[src/rtl/split_add_pkg.sv]
// Shared types and constants for the split add/sub pipeline.
package split_add_pkg;

  // Operation selector carried alongside each operand word.
  typedef enum logic {
    OP_ADD = 1'b0,
    OP_SUB = 1'b1
  } op_e;

  // Stage 0 holds the operands and stage 1 holds the result, so two stages are the floor.
  localparam int unsigned MIN_STAGES = 2;

endpackage

[src/rtl/split_add_stage.sv]
// One valid/ready pipeline register. It loads whenever it is empty or its consumer is
// taking the current word, so an empty slot never blocks traffic behind it.
module split_add_stage #(
  parameter int unsigned DW = 8
) (
  input  logic          clk,
  input  logic          rst,
  input  logic          up_valid,
  output logic          up_ready,
  input  logic [DW-1:0] up_data,
  output logic          dn_valid,
  input  logic          dn_ready,
  output logic [DW-1:0] dn_data
);

  logic          valid_q;
  logic [DW-1:0] data_q;
  logic          load;

  // Empty stages always load so bubbles collapse even while the output is stalled.
  assign load     = !valid_q || dn_ready;
  assign up_ready = load;
  assign dn_valid = valid_q;
  assign dn_data  = data_q;

  // Valid follows upstream on load; data only moves with a real word so idle X never enters.
  always_ff @(posedge clk or posedge rst) begin
    if (rst) begin
      valid_q <= 1'b0;
      data_q  <= '0;
    end else if (load) begin
      valid_q <= up_valid;
      if (up_valid) begin
        data_q <= up_data;
      end
    end
  end

endmodule

[src/rtl/split_add_pipe.sv]
// Pipelined split adder: each input word carries operands {a, b} and an op bit.
// Stage 0 registers the operands, the add/sub sits between stage 0 and stage 1, and the
// remaining stages only delay {carry, result}. Outputs come straight from the last stage.
module split_add_pipe
  import split_add_pkg::*;
#(
  parameter int unsigned WIDTH  = 32,
  parameter int unsigned STAGES = 2
) (
  input  logic               clk,
  input  logic               rst,
  input  logic               in_valid,
  output logic               in_ready,
  input  logic [2*WIDTH-1:0] s,
  input  logic               in_op,
  output logic               out_valid,
  input  logic               out_ready,
  output logic [WIDTH-1:0]   out,
  output logic               out_carry
);

  localparam int unsigned OpDw  = 2 * WIDTH + 1;
  localparam int unsigned ResDw = WIDTH + 1;

  if (STAGES < MIN_STAGES) begin : g_bad_stages
    $error("split_add_pipe: STAGES must be at least %0d", MIN_STAGES);
  end

  // Stage 0: {a, b, op}
  logic            s0_ready;
  logic            s0_valid;
  logic [OpDw-1:0] s0_data;
  logic            s1_ready;

  split_add_stage #(
    .DW (OpDw)
  ) u_stage0 (
    .clk      (clk),
    .rst      (rst),
    .up_valid (in_valid),
    .up_ready (s0_ready),
    .up_data  ({s, in_op}),
    .dn_valid (s0_valid),
    .dn_ready (s1_ready),
    .dn_data  (s0_data)
  );

  // Nothing is accepted while reset is held, even though stage 0 is empty.
  assign in_ready = s0_ready && !rst;

  logic [WIDTH-1:0] op_a;
  logic [WIDTH-1:0] op_b;
  logic [WIDTH-1:0] op_b_eff;
  op_e              op_sel;
  logic             is_sub;
  logic [WIDTH:0]   sum;
  logic [ResDw-1:0] sum_res;

  // Add or subtract the registered operands; subtraction is a + ~b + 1 with carry inverted.
  always_comb begin
    op_a     = s0_data[OpDw-1:WIDTH+1];
    op_b     = s0_data[WIDTH:1];
    op_sel   = op_e'(s0_data[0]);
    is_sub   = (op_sel == OP_SUB);
    op_b_eff = is_sub ? ~op_b : op_b;
    sum      = {1'b0, op_a} + {1'b0, op_b_eff} + {{WIDTH{1'b0}}, is_sub};
    sum_res  = {sum[WIDTH] ^ is_sub, sum[WIDTH-1:0]};
  end

  // Result stages 1..STAGES-1; each keeps its own handshake wires to avoid a flat ready loop.
  for (genvar k = 1; k < STAGES; k++) begin : g_res
    logic             up_vld;
    logic             up_rdy;
    logic [ResDw-1:0] up_dat;
    logic             dn_vld;
    logic             dn_rdy;
    logic [ResDw-1:0] dn_dat;

    if (k == 1) begin : g_first
      assign up_vld   = s0_valid;
      assign up_dat   = sum_res;
      assign s1_ready = up_rdy;
    end else begin : g_mid
      assign up_vld = g_res[k-1].dn_vld;
      assign up_dat = g_res[k-1].dn_dat;
    end

    if (k == STAGES - 1) begin : g_last
      assign dn_rdy    = out_ready;
      assign out_valid = dn_vld;
      assign out       = dn_dat[WIDTH-1:0];
      assign out_carry = dn_dat[WIDTH];
    end else begin : g_next
      assign dn_rdy = g_res[k+1].up_rdy;
    end

    split_add_stage #(
      .DW (ResDw)
    ) u_stage (
      .clk      (clk),
      .rst      (rst),
      .up_valid (up_vld),
      .up_ready (up_rdy),
      .up_data  (up_dat),
      .dn_valid (dn_vld),
      .dn_ready (dn_rdy),
      .dn_data  (dn_dat)
    );
  end

endmodule

[config.mk]
export PLATFORM = sky130hd
export DESIGN_NAME = split_add_pipe
export DESIGN_NICKNAME = d
export VERILOG_FILES = /design/src/rtl/split_add_pkg.sv /design/src/rtl/split_add_stage.sv /design/src/rtl/split_add_pipe.sv
export SDC_FILE = /design/constraint.sdc
export NUM_CORES = 1
export LEC_CHECK = 0
export CAP_MARGIN = 20
export CORE_MARGIN = 2
export CORE_UTILIZATION = 45
export CTS_CLUSTER_SIZE = 24
export DETAILED_ROUTE_END_ITERATION = 8
export GPL_ROUTABILITY_DRIVEN = 0
export PLACE_DENSITY_LB_ADDON = 0.2
export SYNTH_ARGS = -nofsm -noshare
export SYNTH_HDL_FRONTEND = slang
export SYNTH_HIERARCHICAL = 1
export SYNTH_SLANG_ARGS = --single-unit
[constraint.sdc]
create_clock -name clk -period 3.5 [get_ports clk]
set_input_delay 0.35 -clock clk [delete_from_list [all_inputs] [get_ports clk]]
set_output_delay 0.35 -clock clk [all_outputs]
set_load 0.03 [all_outputs]
==> run metrics, run 1 <==
synth top area cells dfrtp_1 40%, mux2_4 19%, xor2_1 6.4%, ha_1 6.3%, mux2_2 3.3%; Final ANT Viol Nets 0; layout cells sized above 1 0.2145; worst slew pin tran about 0.7 ns; pin count of the biggest net entering global routing 48; Synth top area share 0.4044; power per cell area 768.0 nW/µm²; Crit path arrival time ~3.4 ns; clk buf depth 2; net count after synthesis a little over 600; grt total ovfl 0; Seq/Total Area, Yosys 0.4044; crit start category flop; Net Switching around 2.3 mW; Mean Syn Cell Area around 12 µm²; DRT Pass-1 Iters 4; first-pass GRT wire length around 22 mm; LEAKAGE between 3 and 4 nW; crit end category flop; Routed WL per cell 16.85 µm; nets@finish approximately 700; EDFF count, synth 0; hold_buf cts 0; clk root buf clkbuf_16; depth of the CTS H-tree 3; Int Power roughly 3.5 mW; WL final roughly 13 mm; vias between 4000 and 5000; I/O Buffers 103; Final Util 0.5652; Final Hold Viols 0; DRT iter0 DRCs 200; CTS sink count 100; cts repair resizes 0; min-delay worst type input pin to async pin; max_slew headroom 0.5195; Die Y ~120 µm; Starting Density 0.4636; Final setup viols 0; Peak VDD IR about 0.38 mV; post-synth top area cell dfrtp_1; RSZ-0062 raised after global routing false; Clock transition at path regs approximately 0.070 ns; Max Clock Skew 0.009856 ns; initial antenna violation count 0; Main synth FF type dfrtp_1; Clock Latency Late Sink approximately 0.35 ns; synthesized area between 6000 and 7000 µm²; sequential power share 0.293; max-cap check violation count 0; gr usage total 0.1916; post-route clock period utilization 0.8948; Die Wd approximately 120 µm; Num CTS Buffers 9; Yosys cell types 45; total negative slack 0 ns; count of final max-slew check failures 0; site row count between 40 and 50; CP max FO 10; DR vias/cell 5.315; Crit Path Category flop to flop; min cycle time layout about 3.1 ns; max frequency 0.3193 GHz; ANT cells 0; area delta synth->final 21.92%; CTS tree built; number of global-route vias before repair about 4400; clock share of power 0.161; combinational power share 0.546; die area ~15000 µm²; #FFs+latches synth 100; I/O pin count ~100; post-CTS setup buffer count 0; Post-synth ARST share 1.000; DPL Wire Length approximately 9.9 mm; # DRC 0; synthesis warning total 6; cells after synthesis 505; status complete, no violations; core area between 10000 and 15000 µm²; switching part of the total power 0.3909; Req. time, crit path 3.74 ns
[path summary, 6_finish.rpt]
path	from	cells after the start	slack, ns	endpoint
max reg2reg	u_stage0/dn_data[0]	11	0.37	g_res[1].u_stage/dn_data[26]
min reg2reg	g_res[1].u_stage/dn_data[10]	1	0.51	g_res[1].u_stage/dn_data[10]
max	u_stage0/dn_data[0]	11	0.37	g_res[1].u_stage/dn_data[26]
max in group asynchronous	rst	4	2.35	u_stage0/dn_data[24]
min in group clk	g_res[1].u_stage/dn_data[10]	1	0.51	g_res[1].u_stage/dn_data[10]
min	rst	2	0.31	u_stage0/dn_data[16]
[kinds of logic after synthesis]
group	Yosys count	synth area share
DFF	100	0.4044
muxes	99	0.2291
AOI/OAI and AO/OA	94	0.09705
and+or+nand+nor	87	0.07016
xor gates and xnor gates	63	0.08916
adders and majority gates	32	0.06591
buffers and inverters	30	0.04428
[power by group through the flow]
stage	sequential (mW)	combinational (mW)	clock, mW
6_report	1.70	3.16	0.931
5_1_grt	1.74	3.44	1.01
4_1_cts	1.70	3.18	0.959
3_5_place_dp	1.72	3.15	0
3_3_place_gp	1.71	3.12	0
2_1_floorplan	2.04	1.94	0
[stage by stage]
| stage | power, mW | setup WS, ns | cells | hold slack, ns | instance area [µm²] |
|---|---|---|---|---|---|
| finish | 5.795 | 0.3681 | 782 | 0.3143 | 7545 |
| global route | 6.187 | 0.06627 | 782 | 0.3421 | 7545 |
| CTS | 5.837 | 0.3839 | 781 | 0.5002 | 7525 |
| detailed placement | 4.870 | 0.4039 | 765 | 0.4983 | 7252 |
| global placement | 4.828 | 0.4809 | 765 | 0.4893 | 7252 |
| floorplan | 3.983 | 0.4149 | 505 | 0.4584 | 6188 |
[synthesized netlist by cell type, drive strengths merged, types with 2 or more instances]
cell,instances
nand3,10
o21ai,18
a211oi,3
a31oi,7
nor2b,3
nor3,3
a21o,10
dfrtp,100
o211ai,5
o21bai,4
buf,16
o21a,6
inv,6
a21oi,33
nand4,8
mux2,98
xnor2,18
ha,31
o31ai,2
nor2,20
and2,2
nand2,31
clkbuf,8
xor2,45
nand2b,5
[placed cells by master, fill, tap and decap left out, drive strengths merged, types with 8 or more instances in the layout]
cell,n
clkdlybuf4s50,103
dfrtp,100
mux2,98
xor2,45
a21oi,33
ha,31
nand2,31
nor2,20
xnor2,18
o21ai,18
clkbuf,13
a21o,10
nand3,10
nand4,8
[critical path, stage by stage, from the launching register on]
cell,delay [ns]
dfrtp_2,0.46
buf_4,0.21
xor2_1,0.17
ha_1,0.34
nor2b_1,0.21
o211ai_1,0.15
a21oi_1,0.25
o21ai_1,0.21
o41ai_2,0.39
a31oi_1,0.18
xnor2_1,0.17
mux2_4,0.28
[sequential cells by signal, summed over array words and instances, names as in the netlist]
signal                  count
u_stage0/dn_valid           1
g_res.u_stage/dn_valid      1
g_res.u_stage/dn_data      33
u_stage0/dn_data           65
[area by class of cell]
type                    instances  area (µm²)
multi-input cells             375        3412
fillers                      1167        5803
flip-flops and latches        100        2504
inverters                       6       22.52
clock inverters                 3       22.52
repair buffers                109        1114
clock buffers                  13       250.2
well taps                     176       220.2
[layer usage]
metal,global-route usage,share of wire
met5,0,0
met4,0.05101,0.0096
met3,0.04605,0.050
met2,0.3111,0.48
met1,0.2574,0.46
Power figures use the tool's default switching activity.
==> inputs of run 2 (changes only) <==
- CORE_MARGIN: 2 -> 4
- HOLD_SLACK_MARGIN: unset -> 0.02
==> run metrics, run 2 (synthesis gave the netlist of run 1 again) <==
status complete, no violations; Routed WL per cell 17.47 µm (+3.7%); layout cells sized above 1 0.2175 (+0.002941); number of flip-flops in the largest register 65 (unchanged); min-delay worst type input pin to async pin; vias 4142 (-0.34%); DRT iter0 DRCs 213 (+6.5%); Final ANT Viol Nets 0 (unchanged); most frequent cells in the layout 103 x clkdlybuf4s50_1, 99 x dfrtp_1, 80 x mux2_4; area delta synth->final 22.60%; clk root buf clkbuf_16; CTS tree built; Crit path arrival time 3.38 ns (about the same); Starting Density 0.4636 (unchanged); LEAKAGE 3.463 nW (+1.1%); nets@finish 703 (+0.14%); total negative slack 0 ns (unchanged); Final setup viols 0 (unchanged); power per cell area 792.1 nW/µm² (+3.1%); Crit Path Category flop to flop; min cycle time layout 3.141 ns (+0.009214 ns); Non-Filler Instances 783 (+0.13%); grt total ovfl 0 (unchanged); Max Clock Skew 0.006709 ns (-0.003147 ns); I/O pin count 104 (unchanged); ANT cells 0 (unchanged); Final Hold Viols 0 (unchanged); Num CTS Buffers 9 (unchanged); # DRC 0 (unchanged); initial antenna violation count 0 (unchanged); count of final max-slew check failures 0 (unchanged); CTS sink count 100 (unchanged); Clock Latency Late Sink 0.35 ns (about the same); CP max FO 11 (+1); die area 15690 µm² (+6.7%); Peak VDD IR 0.3303 mV (-13%); I/O Buffers 103 (unchanged); post-route clock period utilization 0.8975 (+0.002633); max-cap check violation count 0 (unchanged); number of global-route vias before repair 4458 (+1.9%); commonest non-fill, non-tap cell in the layout clkdlybuf4s50_1; gr usage total 0.1805 (-0.01112); post-CTS setup buffer count 0 (unchanged); hold_buf cts 0 (unchanged); setup ws final 0.3589 ns (-0.009214 ns); crit end category flop; RSZ-0062 raised after global routing false; DR vias/cell 5.290 (-0.46%); WL final 13.68 mm (+3.8%); fill count 1160 (-0.60%); Die Y 125.3 µm (+3.3%); Die Wd 125.3 µm (+3.3%); Post-Layout Inst Area 7587 µm² (+0.56%); clk buf depth 2 (unchanged); Req. time, crit path 3.74 ns (about the same); pin count of the biggest net entering global routing 38 (-21%); Final Util 0.5684 (+0.003187); max frequency 0.3184 GHz (-0.29%); worst slew pin tran 0.8138 ns (+0.09298 ns); depth of the CTS H-tree 3 (unchanged); Reg2Reg Setup Slack 0.36 ns (about the same); post-placement cell area 7254 µm² (about the same); core area 13350 µm² (unchanged); Post-Place Worst Slack 0.4508 ns (+0.04686 ns); DRT Pass-1 Iters 4 (unchanged); crit start category flop; cts repair resizes 0 (unchanged); first-pass GRT wire length 22.87 mm (+3.9%); DPL Wire Length 10.38 mm (+5.4%); Clock transition at path regs 0.07 ns (about the same); max_slew headroom 0.4567 (-0.06278); site row count 42 (unchanged); Post-Place Cells 767 (+0.26%)
==> run 2: cell count changes in the layout (fill, tap and decap cells not counted), sizes merged <==
cell	previous run	this run
buf	6	7
bufinv	0	3
clkbuf	13	11
clkinv	0	2
clkinvlp	3	0
==> run 2: worst max-delay path, cell delays in order (launching register included) <==
cell and delay [ns]:
dfrtp_2 0.44, buf_4 0.21, xor2_1 0.18, ha_1 0.41, nand3_1 0.21, a2111oi_0 0.44, o21a_1 0.27, nor3_1 0.10
o31ai_1 0.35, xor2_1 0.13, mux2_4 0.28
==> run 2: worst paths after layout <==
check / from / endpoint / cells after the start
min reg2reg: g_res[1].u_stage/dn_data[7] / g_res[1].u_stage/dn_data[7] / 1
max reg2reg: u_stage0/dn_data[0] / g_res[1].u_stage/dn_data[28] / 10
min: rst / g_res[1].u_stage/dn_data[21] / 2
max: u_stage0/dn_data[0] / g_res[1].u_stage/dn_data[28] / 10
min in group clk: g_res[1].u_stage/dn_data[7] / g_res[1].u_stage/dn_data[7] / 1
max in group asynchronous: rst / u_stage0/dn_data[2] / 3
==> run 2: final cells by class <==
class                      instances  area [µm²]  area share
sequential                       100        2504      0.3300
inverter                           6       22.52    0.002968
timing repair buffer             110        1096      0.1445
multi-input combinational        375        3412      0.4497
tap                              176       220.2     0.02902
clock inverter                     5       100.1     0.01319
clock buffer                      11       232.7     0.03067
==> run 2: routing by layer <==
metal | up-vias | wire, µm | global-route usage
li1 | 1991 | - | -
met2 | 117 | 6679 | 0.2964
met4 | 0 | 262 | 0.06059
met1 | 2012 | 6089 | 0.2337
met5 | - | 0 | 0
met3 | 22 | 649 | 0.04606
==> run 2: per-stage QoR <==
stage | power (mW) | hold WS, ns
CTS | 6.053 | 0.4715
floorplan | 3.983 | 0.4584
global placement | 4.835 | 0.4898
detailed placement | 4.887 | 0.4936
finish | 6.010 | 0.4545
global route | 6.386 | 0.5191
==> run 2: power breakdown <==
group / total (mW) / switching, mW / internal [mW]
combinational: 3.19 / 1.64 / 1.55
sequential: 1.69 / 0.219 / 1.47
clock: 1.12 / 0.427 / 0.697
total: 6.01 / 2.29 / 3.72
==> inputs of run 3 (changes only) <==
- GPL_TIMING_DRIVEN: unset -> 0
==> run metrics, run 3 (synthesis gave the netlist of run 1 again) <==
grt total ovfl 0 (unchanged); layout cells sized above 1 0.2432 (+0.02574); combinational power share 0.540 (+0.008); post-route clock period utilization 0.9526 (+0.05515); commonest non-fill, non-tap cell in the layout clkdlybuf4s50_1; Post-Layout Inst Area 7853 µm² (+3.5%); Die Wd 125.3 µm (unchanged); fill count 1153 (-0.60%); Final setup viols 0 (unchanged); Clock transition at path regs 0.07 ns (about the same); Clock Latency Late Sink 0.35 ns (about the same); Num CTS Buffers 9 (unchanged); gr usage total 0.1783 (-0.002206); Final Hold Viols 0 (unchanged); max_slew headroom 0.4226 (-0.03407); CP max FO 10 (-1); CTS tree built; nets@finish 722 (+2.7%); pin count of the biggest net entering global routing 41 (+7.9%); max-cap check violation count 0 (unchanged); DRT iter0 DRCs 166 (-22%); setup ws final 0.1659 ns (-0.1930 ns); number of global-route vias before repair 4453 (-0.11%); crit end category flop; clk root buf clkbuf_16; Peak VDD IR 0.3537 mV (+7.1%); crit start category flop; die area 15690 µm² (unchanged); Die Y 125.3 µm (unchanged); total power 6.011 mW (about the same); switching part of the total power 0.3820 (+0.001153); Post-Place Worst Slack -0.3385 ns (-0.7892 ns); depth of the CTS H-tree 3 (unchanged); Non-Filler Instances 801 (+2.3%); count of final max-slew check failures 0 (unchanged); number of flip-flops in the largest register 65 (unchanged); post-placement cell area 7487 µm² (+3.2%); core area 13350 µm² (unchanged); clk buf depth 2 (unchanged); most frequent cells in the layout 103 x clkdlybuf4s50_1, 100 x dfrtp_1, 80 x mux2_4; worst slew pin tran 0.8648 ns (+0.05103 ns); Crit path arrival time 3.57 ns (+0.19 ns); Post-Place Cells 786 (+2.5%); Starting Density 0.4636 (unchanged); clock share of power 0.178 (-0.009); vias 4210 (+1.6%); power per cell area 765.5 nW/µm² (-3.4%); min-delay worst type input pin to async pin; Int Power 3.715 mW (-0.16%); Max Clock Skew 0.007422 ns (+0.0007135 ns); DPL Wire Length 10.44 mm (+0.52%); sequential power share 0.282 (about the same); Routed WL per cell 16.87 µm (-3.5%); status complete, no violations; max frequency 0.2999 GHz (-5.8%); site row count 42 (unchanged); RSZ-0062 raised after global routing false; hold_buf cts 0 (unchanged); # DRC 0 (unchanged); DR vias/cell 5.256 (-0.64%); Net Switching 2.296 mW (+0.33%); first-pass GRT wire length 22.64 mm (-1.0%); Req. time, crit path 3.74 ns (about the same); min cycle time layout 3.334 ns (+0.1930 ns); I/O Buffers 103 (unchanged); Crit Path Category flop to flop; DRT Pass-1 Iters 4 (unchanged); area delta synth->final 26.89%; LEAKAGE 3.590 nW (+3.6%); initial antenna violation count 0 (unchanged); ANT cells 0 (unchanged); CTS sink count 100 (unchanged); Final ANT Viol Nets 0 (unchanged); WL final 13.51 mm (-1.2%); I/O pin count 104 (unchanged)
-- run 3: final cells by class --
type	instances	area, µm²	share of cell area
Multi-Input combinational cell	375	3445	0.4387
Sequential cell	100	2502	0.3187
Timing Repair Buffer	106	1086	0.1383
Buffer	23	254.0	0.03235
Clock buffer	10	239.0	0.03043
Tap cell	176	220.2	0.02804
Clock inverter	5	83.83	0.01068
Inverter	6	22.52	0.002868
-- run 3: worst max-delay path, cell delays in order (launching register included) --
cell and delay [ns]:
dfrtp_1 0.39, buf_6 0.14, clkbuf_2 0.26, xor2_1 0.23
ha_1 0.34, and2_1 0.19, o211ai_1 0.14, a21oi_2 0.24
o21ai_2 0.16, o41ai_4 0.47, a31oi_1 0.22, xnor2_1 0.17
mux2_4 0.27
-- run 3: power groups by stage --
stage	Combinational [mW]	Sequential, mW	Clock, mW
floorplan	1.94	2.04	0
global placement	3.14	1.71	0
detailed placement	3.19	1.71	0
CTS	3.22	1.70	1.11
global route	3.52	1.74	1.15
finish	3.25	1.69	1.07
-- run 3: repair_timing --
item                                    CTS  global route
resized for setup                         3            10
pin swaps                                 0             1
setup buffers                             0             1
endpoints found under the setup margin   11             9
-- run 3: path summary, 6_finish.rpt --
| path | start | to | slack, ns | cells past startpoint |
|---|---|---|---|---|
| max | u_stage0/dn_data[0] | g_res[1].u_stage/dn_data[30] | 0.17 | 12 |
| min | rst | g_res[1].u_stage/dn_valid | 0.49 | 2 |
| max reg2reg | u_stage0/dn_data[0] | g_res[1].u_stage/dn_data[30] | 0.17 | 12 |
| min reg2reg | g_res[1].u_stage/dn_data[9] | g_res[1].u_stage/dn_data[9] | 0.51 | 1 |
| max in group asynchronous | rst | u_stage0/dn_data[25] | 2.28 | 3 |
| min in group clk | g_res[1].u_stage/dn_data[9] | g_res[1].u_stage/dn_data[9] | 0.51 | 1 |
-- run 3: routing by layer --
layer	vias up	global-route usage	wire, µm
li1	2037	-	-
met1	2043	0.2285	5962
met2	111	0.2901	6608
met3	19	0.05672	673
met4	0	0.05421	266
met5	-	0	0
-- run 3: through the flow --
stage	setup TNS (ns)	util	hold WS, ns
3_5_place_dp	-1.257	0.5609	0.4942
6_report	0	0.5883	0.4907
5_1_grt	0	0.5883	0.5316
3_3_place_gp	-1.082	0.5574	0.4909
2_1_floorplan	0	-	0.4584
4_1_cts	0	0.5861	0.4962
==> edit 1, RTL diff (config.mk and constraints of run 1) <==
The parameter `WIDTH` goes from 32 to 40.
--- a/src/rtl/split_add_pipe.sv
+++ b/src/rtl/split_add_pipe.sv
@@ -4,7 +4,7 @@
 module split_add_pipe
   import split_add_pkg::*;
 #(
-  parameter int unsigned WIDTH  = 32,
+  parameter int unsigned WIDTH  = 40,
   parameter int unsigned STAGES = 2
 ) (
   input  logic               clk,
Ports: changed (resized out and s); port bits go from 104 to 128. No check against the original RTL was run, so the function may have changed too.
==> edit 1 against run 1 <==
  * Final area up 32%
  * Critical endpoint is now g_res[1].u_stage/dn_data[40]$_DFFE_PP0P_
  * Critical path depth rose by 1
  * Area after synthesis grew 26%
  * Utilization is 1.5 points higher
  * Hold slack got worse by 0.024 ns
  * Routed wire length increased by 36%
  * Largest cell class unchanged
  * Synthesized cell count up 26%
  * Sequential cell count up 24
  * Highest routed layer unchanged
  * Setup slack worse by 0.23 ns
  * Power increased by 42%
  * Critical path type unchanged
==> edit 1: results (changes against run 1) <==
Sequential share of the synthesized area: 39.9% (-0.55 points). The tools report the cell chosen for the clock root as sky130_fd_sc_hd__clkbuf_16. Overall routing resource usage: 20.6% (+1.4 points). The clock transition at the registers of the reported paths works out to 0.05 ns (-0.02 ns). The logs give 17.9 mm (+36%) for the total wire length after detailed routing and 54 (+20%) for the number of different library cells in the post-synthesis netlist.

For the pin count of the biggest net entering global routing, the log shows 52 (+8.3%). Insertion delay to the later sink of the worst-skew pair: 0.42 ns (+0.07 ns). The flip-flop count of the largest register, all copies and words added was 81 (+25%); the delay of the slowest critical-path stage was 0.44 ns (-0.02 ns).

The tools report the initial antenna violation count as 0 (unchanged). The number of buffers on the longest clock path is 2 (unchanged), and the transition time of the tightest slew-check pin is 0.911 ns (+0.190 ns). The buffer count from post-CTS setup fixing was 0 (unchanged). Among all flip-flop cells after synthesis, the most frequent one is sky130_fd_sc_hd__dfrtp_1. The run gives 5 (+1) as the first-pass iteration count of the detailed router. The number of warning messages in the yosys log is 6 (unchanged).

Among all stages on the critical path, the largest delay is contributed by sky130_fd_sc_hd__dfrtp_2. The number of gates resized after cts came out at 0 (unchanged). The commonest cells after synthesis are sky130_fd_sc_hd__dfrtp_1, sky130_fd_sc_hd__mux2_4, sky130_fd_sc_hd__xor2_1.

The setup skew after layout was 0.00771 ns (-0.00214 ns); the share of synthesized flip-flops with an asynchronous set or reset was 100% (unchanged). For the depth of the CTS H-tree, the log shows 4 (+1). The tools report the leakage power as 4.58 nW (+34%).

The run finished with clean final reports. The worst endpoint data arrival time is 3.65 ns (+0.28 ns). The number of CTS-inserted buffers came out at 17 (+8). The number of cells produced by synthesis is 637 (+26%).

The layout filler cell count is 1395 (+20%). The HPWL after detailed placement was 13.4 mm (+36%). For the worst-case vdd ir drop, the log shows 0.000448 V (+18%).

The via count is 5324 (+28%). Ranked by total cell area, the synthesized netlist is headed by sky130_fd_sc_hd__dfrtp_1, sky130_fd_sc_hd__mux2_4, sky130_fd_sc_hd__ha_1, sky130_fd_sc_hd__xor2_1, sky130_fd_sc_hd__a21oi_1. The via count of the first global-routing pass is 5694 (+30%), and the worst-case setup slack after placement is 0.119 ns (-0.285 ns). The largest driver fanout on the critical path was 17 (+7). Kind of path behind the tightest hold check: input port to async pin. The via density per instance is 5.28 (-0.62%). The total number of nets in the final design is 897 (+28%), and the antenna diode instance count is 0 (unchanged). The fraction of layout instances using a drive strength above 1 is 24.0% (+2.6 points), and the number of I/O port buffers is 127 (+23%). The instance count after placement with tap cells included was 975 (+27%); the wire length of the first global-routing pass was 29.5 mm (+34%). For the net count after synthesis, the log shows 764 (+26%). The DRC violation total after the first TritonRoute iteration is 353 (+77%).
-- edit 1: cell families after synthesis --
kind of cell / share of synthesized area, %
AOI/OAI and AO/OA: 11.3
xor gates and xnor gates: 8.56
adders and majority gates: 6.85
buffers and inverters: 3.09
DFF: 39.9
muxes: 23.7
and+or+nand+nor: 6.61
-- edit 1: worst paths after layout --
| path | startpoint | endpoint | slack, ns | cells past startpoint |
|---|---|---|---|---|
| max | u_stage0/dn_data[0]$_DFFE_PP0P_ | g_res[1].u_stage/dn_data[40]$_DFFE_PP0P_ | 0.14 | 12 |
| min | rst | g_res[1].u_stage/dn_data[10]$_DFFE_PP0P_ | 0.29 | 2 |
| max reg2reg | u_stage0/dn_data[0]$_DFFE_PP0P_ | g_res[1].u_stage/dn_data[40]$_DFFE_PP0P_ | 0.14 | 12 |
| min reg2reg | g_res[1].u_stage/dn_data[26]$_DFFE_PP0P_ | g_res[1].u_stage/dn_data[26]$_DFFE_PP0P_ | 0.51 | 1 |
| max in group asynchronous | rst | u_stage0/dn_data[23]$_DFFE_PP0P_ | 2.20 | 3 |
| min in group clk | g_res[1].u_stage/dn_data[26]$_DFFE_PP0P_ | g_res[1].u_stage/dn_data[26]$_DFFE_PP0P_ | 0.51 | 1 |
-- edit 1: worst max-delay path, delay by kind of cell (launching register included) --
family / cells / cell delay [ns]
compound gates: 5 / 1.55
simple gates: 2 / 0.16
buf+inv: 1 / 0.19
xor+xnor: 2 / 0.28
mux: 1 / 0.27
flops: 1 / 0.44
fa+ha+maj: 1 / 0.34
-- edit 1: routing by layer --
| metal | track usage, % | part of all wire [%] | vias up |
|---|---|---|---|
| li1 | - | - | 2560 |
| met1 | 27.0 | 45 | 2625 |
| met2 | 34.9 | 50 | 128 |
| met3 | 4.26 | 3.9 | 11 |
| met4 | 5.27 | 0.80 | 0 |
| met5 | 0 | 0 | - |
-- edit 1: metrics by stage --
stage | area, µm² | power, mW | hold WS [ns]
3_3_place_gp | 9250 | 6.24 | 0.497
6_report | 9930 | 8.24 | 0.290
5_1_grt | 9930 | 8.71 | 0.304
2_1_floorplan | 7780 | 5.09 | 0.458
3_5_place_dp | 9250 | 6.32 | 0.492
4_1_cts | 9890 | 8.25 | 0.512
-- edit 1: area by class of cell --
type	instances	share of cell area (%)
Sequential cell	124	31.3
Tap cell	225	2.84
Clock inverter	5	1.01
Multi-Input combinational cell	473	44.8
Timing Repair Buffer	139	14.0
Clock buffer	27	5.47
Inverter	15	0.580
-- edit 1: power by group --
part / internal (mW) / switching [mW]
combinational: 2.06 / 2.18
clock: 1.27 / 0.620
sequential: 1.83 / 0.278
==> edit 2, RTL diff (flow settings as in run 1) <==
Without the edit above. Reset style: synchronous (`rst`), changed in one clocked block.
--- a/src/rtl/split_add_stage.sv
+++ b/src/rtl/split_add_stage.sv
@@ -24,7 +24,7 @@
   assign dn_data  = data_q;
 
   // Valid follows upstream on load; data only moves with a real word so idle X never enters.
-  always_ff @(posedge clk or posedge rst) begin
+  always_ff @(posedge clk) begin
     if (rst) begin
       valid_q <= 1'b0;
       data_q  <= '0;
Behaviour: differs if rst is asserted again (counterexample within 4 cycles, from zero or initial values and one cycle with rst high); with rst held inactive, the same outputs for 10 cycles.
==> edit 2 against run 1 <==
  * Utilization fell by 2.5 points
  * Setup slack got worse by 0.071 ns
  * Area after synthesis rose by 5.6%
  * Critical path depth rose by 1
  * Sequential cell count did not move
  * Routed wire length rose by 15%
  * Count of clock-buffer cells in the layout fell by 1
  * Final area rose by 2.9%
  * Largest cell class unchanged
  * Highest routed layer unchanged
Power is not compared: it rests on default switching activity, and its combinational part moved more than twofold at a synthesized area within 25%.
==> edit 2: results (changes against run 1) <==
The run finished with clean final reports. The tools report the clock buffer count as 12 (-1). The largest driver fanout on the critical path works out to 12 (+2). The logs give 5071 (+16%) for the via count of the first global-routing pass and 899 (+28%) for the total number of nets in the final design.

The share of cell area taken by multi-input logic gates was 53.0% (+7.8 points). The tools report the first-pass iteration count of the detailed router as 6 (+2). The fraction of area in registers works out to 25.8% (-7.4 points).

The share of synthesized flip-flops with an asynchronous set or reset works out to 0% (-100 points). For the wire length of the first global-routing pass, the log shows 25.1 mm (+14%). The DRC violation total after the first TritonRoute iteration was 482 (+140%); the worst endpoint data arrival time was 3.48 ns (+0.11 ns).

Net count after synthesis: 846 (+40%). The number of flip-flops and latches was 100 (unchanged); the mean area per synthesized cell was 8.77 µm² (-28%). The met3 layer wire length in the routed design is 630 µm (-4.3%), and the area fraction in compound gates after synthesis is 34.5% (+25 points). The via density per instance is 5.51 (+3.7%), and the sequential share of the synthesized area is 30.6% (-9.8 points). The pin count of the biggest net entering global routing was 73 (+52%).

The overall routing resource usage was 19.2% (+0.049 points). The run gives 0.30 ns (-0.07 ns) as the register-to-register setup slack. Share of final layout cell area taken by non-clock buffers: 14.2% (-0.55 points). The clock-cell share of area was 3.69% (+0.075 points); the HPWL after detailed placement was 10.9 mm (+10%).

Flip-flop cell with the highest count after synthesis: sky130_fd_sc_hd__dfxtp_1.
## edit 2: changes by cell type in the layout (fill, tap and decap cells not counted), moves of 52 or more
cell and change:
sky130_fd_sc_hd__a21bo_2 +52, sky130_fd_sc_hd__a21oi_1 +54, sky130_fd_sc_hd__dfrtp_1 -99, sky130_fd_sc_hd__dfxtp_1 +98, sky130_fd_sc_hd__mux2_4 -80, sky130_fd_sc_hd__nand3_1 +98
## edit 2: cells by family (layout without fill, tap and decap cells)
kind of cell	after synthesis	count (layout)
AO/OA/AOI/OAI	292	292
buffers and inverters	76	134
AND/OR/NAND/NOR	181	181
XOR/XNOR	63	63
multiplexers	1	1
adder cells (fa/ha/maj)	32	32
flip-flops	100	100
## edit 2: through the flow
| stage | hold slack [ns] | setup WS, ns | cell area [µm²] |
|---|---|---|---|
| floorplan | 0.497 | 0.505 | 6530 |
| global placement | 0.570 | 0.479 | 7480 |
| detailed placement | 0.569 | 0.328 | 7480 |
| CTS | 0.405 | 0.316 | 7760 |
| global route | 0.425 | 0.0108 | 7760 |
| finish | 0.410 | 0.297 | 7760 |
## edit 2: path summary, 6_finish.rpt
kind	end	startpoint	cells after the start
worst max register to register	g_res[1].u_stage/dn_data[30]$_SDFFE_PP0P_	u_stage0/dn_data[0]$_SDFFE_PP0P_	12
worst max-delay path	g_res[1].u_stage/dn_data[30]$_SDFFE_PP0P_	u_stage0/dn_data[0]$_SDFFE_PP0P_	12
worst min register to register	g_res[1].u_stage/dn_data[10]$_SDFFE_PP0P_	g_res[1].u_stage/dn_data[10]$_SDFFE_PP0P_	2
worst min-delay path	u_stage0/dn_data[48]$_SDFFE_PP0P_	rst	2
## edit 2: metal layers
layer  up-vias  global-route usage (%)
met1      2494                    30.7
met4         0                    5.29
met2       148                    26.2
li1       2777                       -
met3        19                    3.05
met5         -                       0
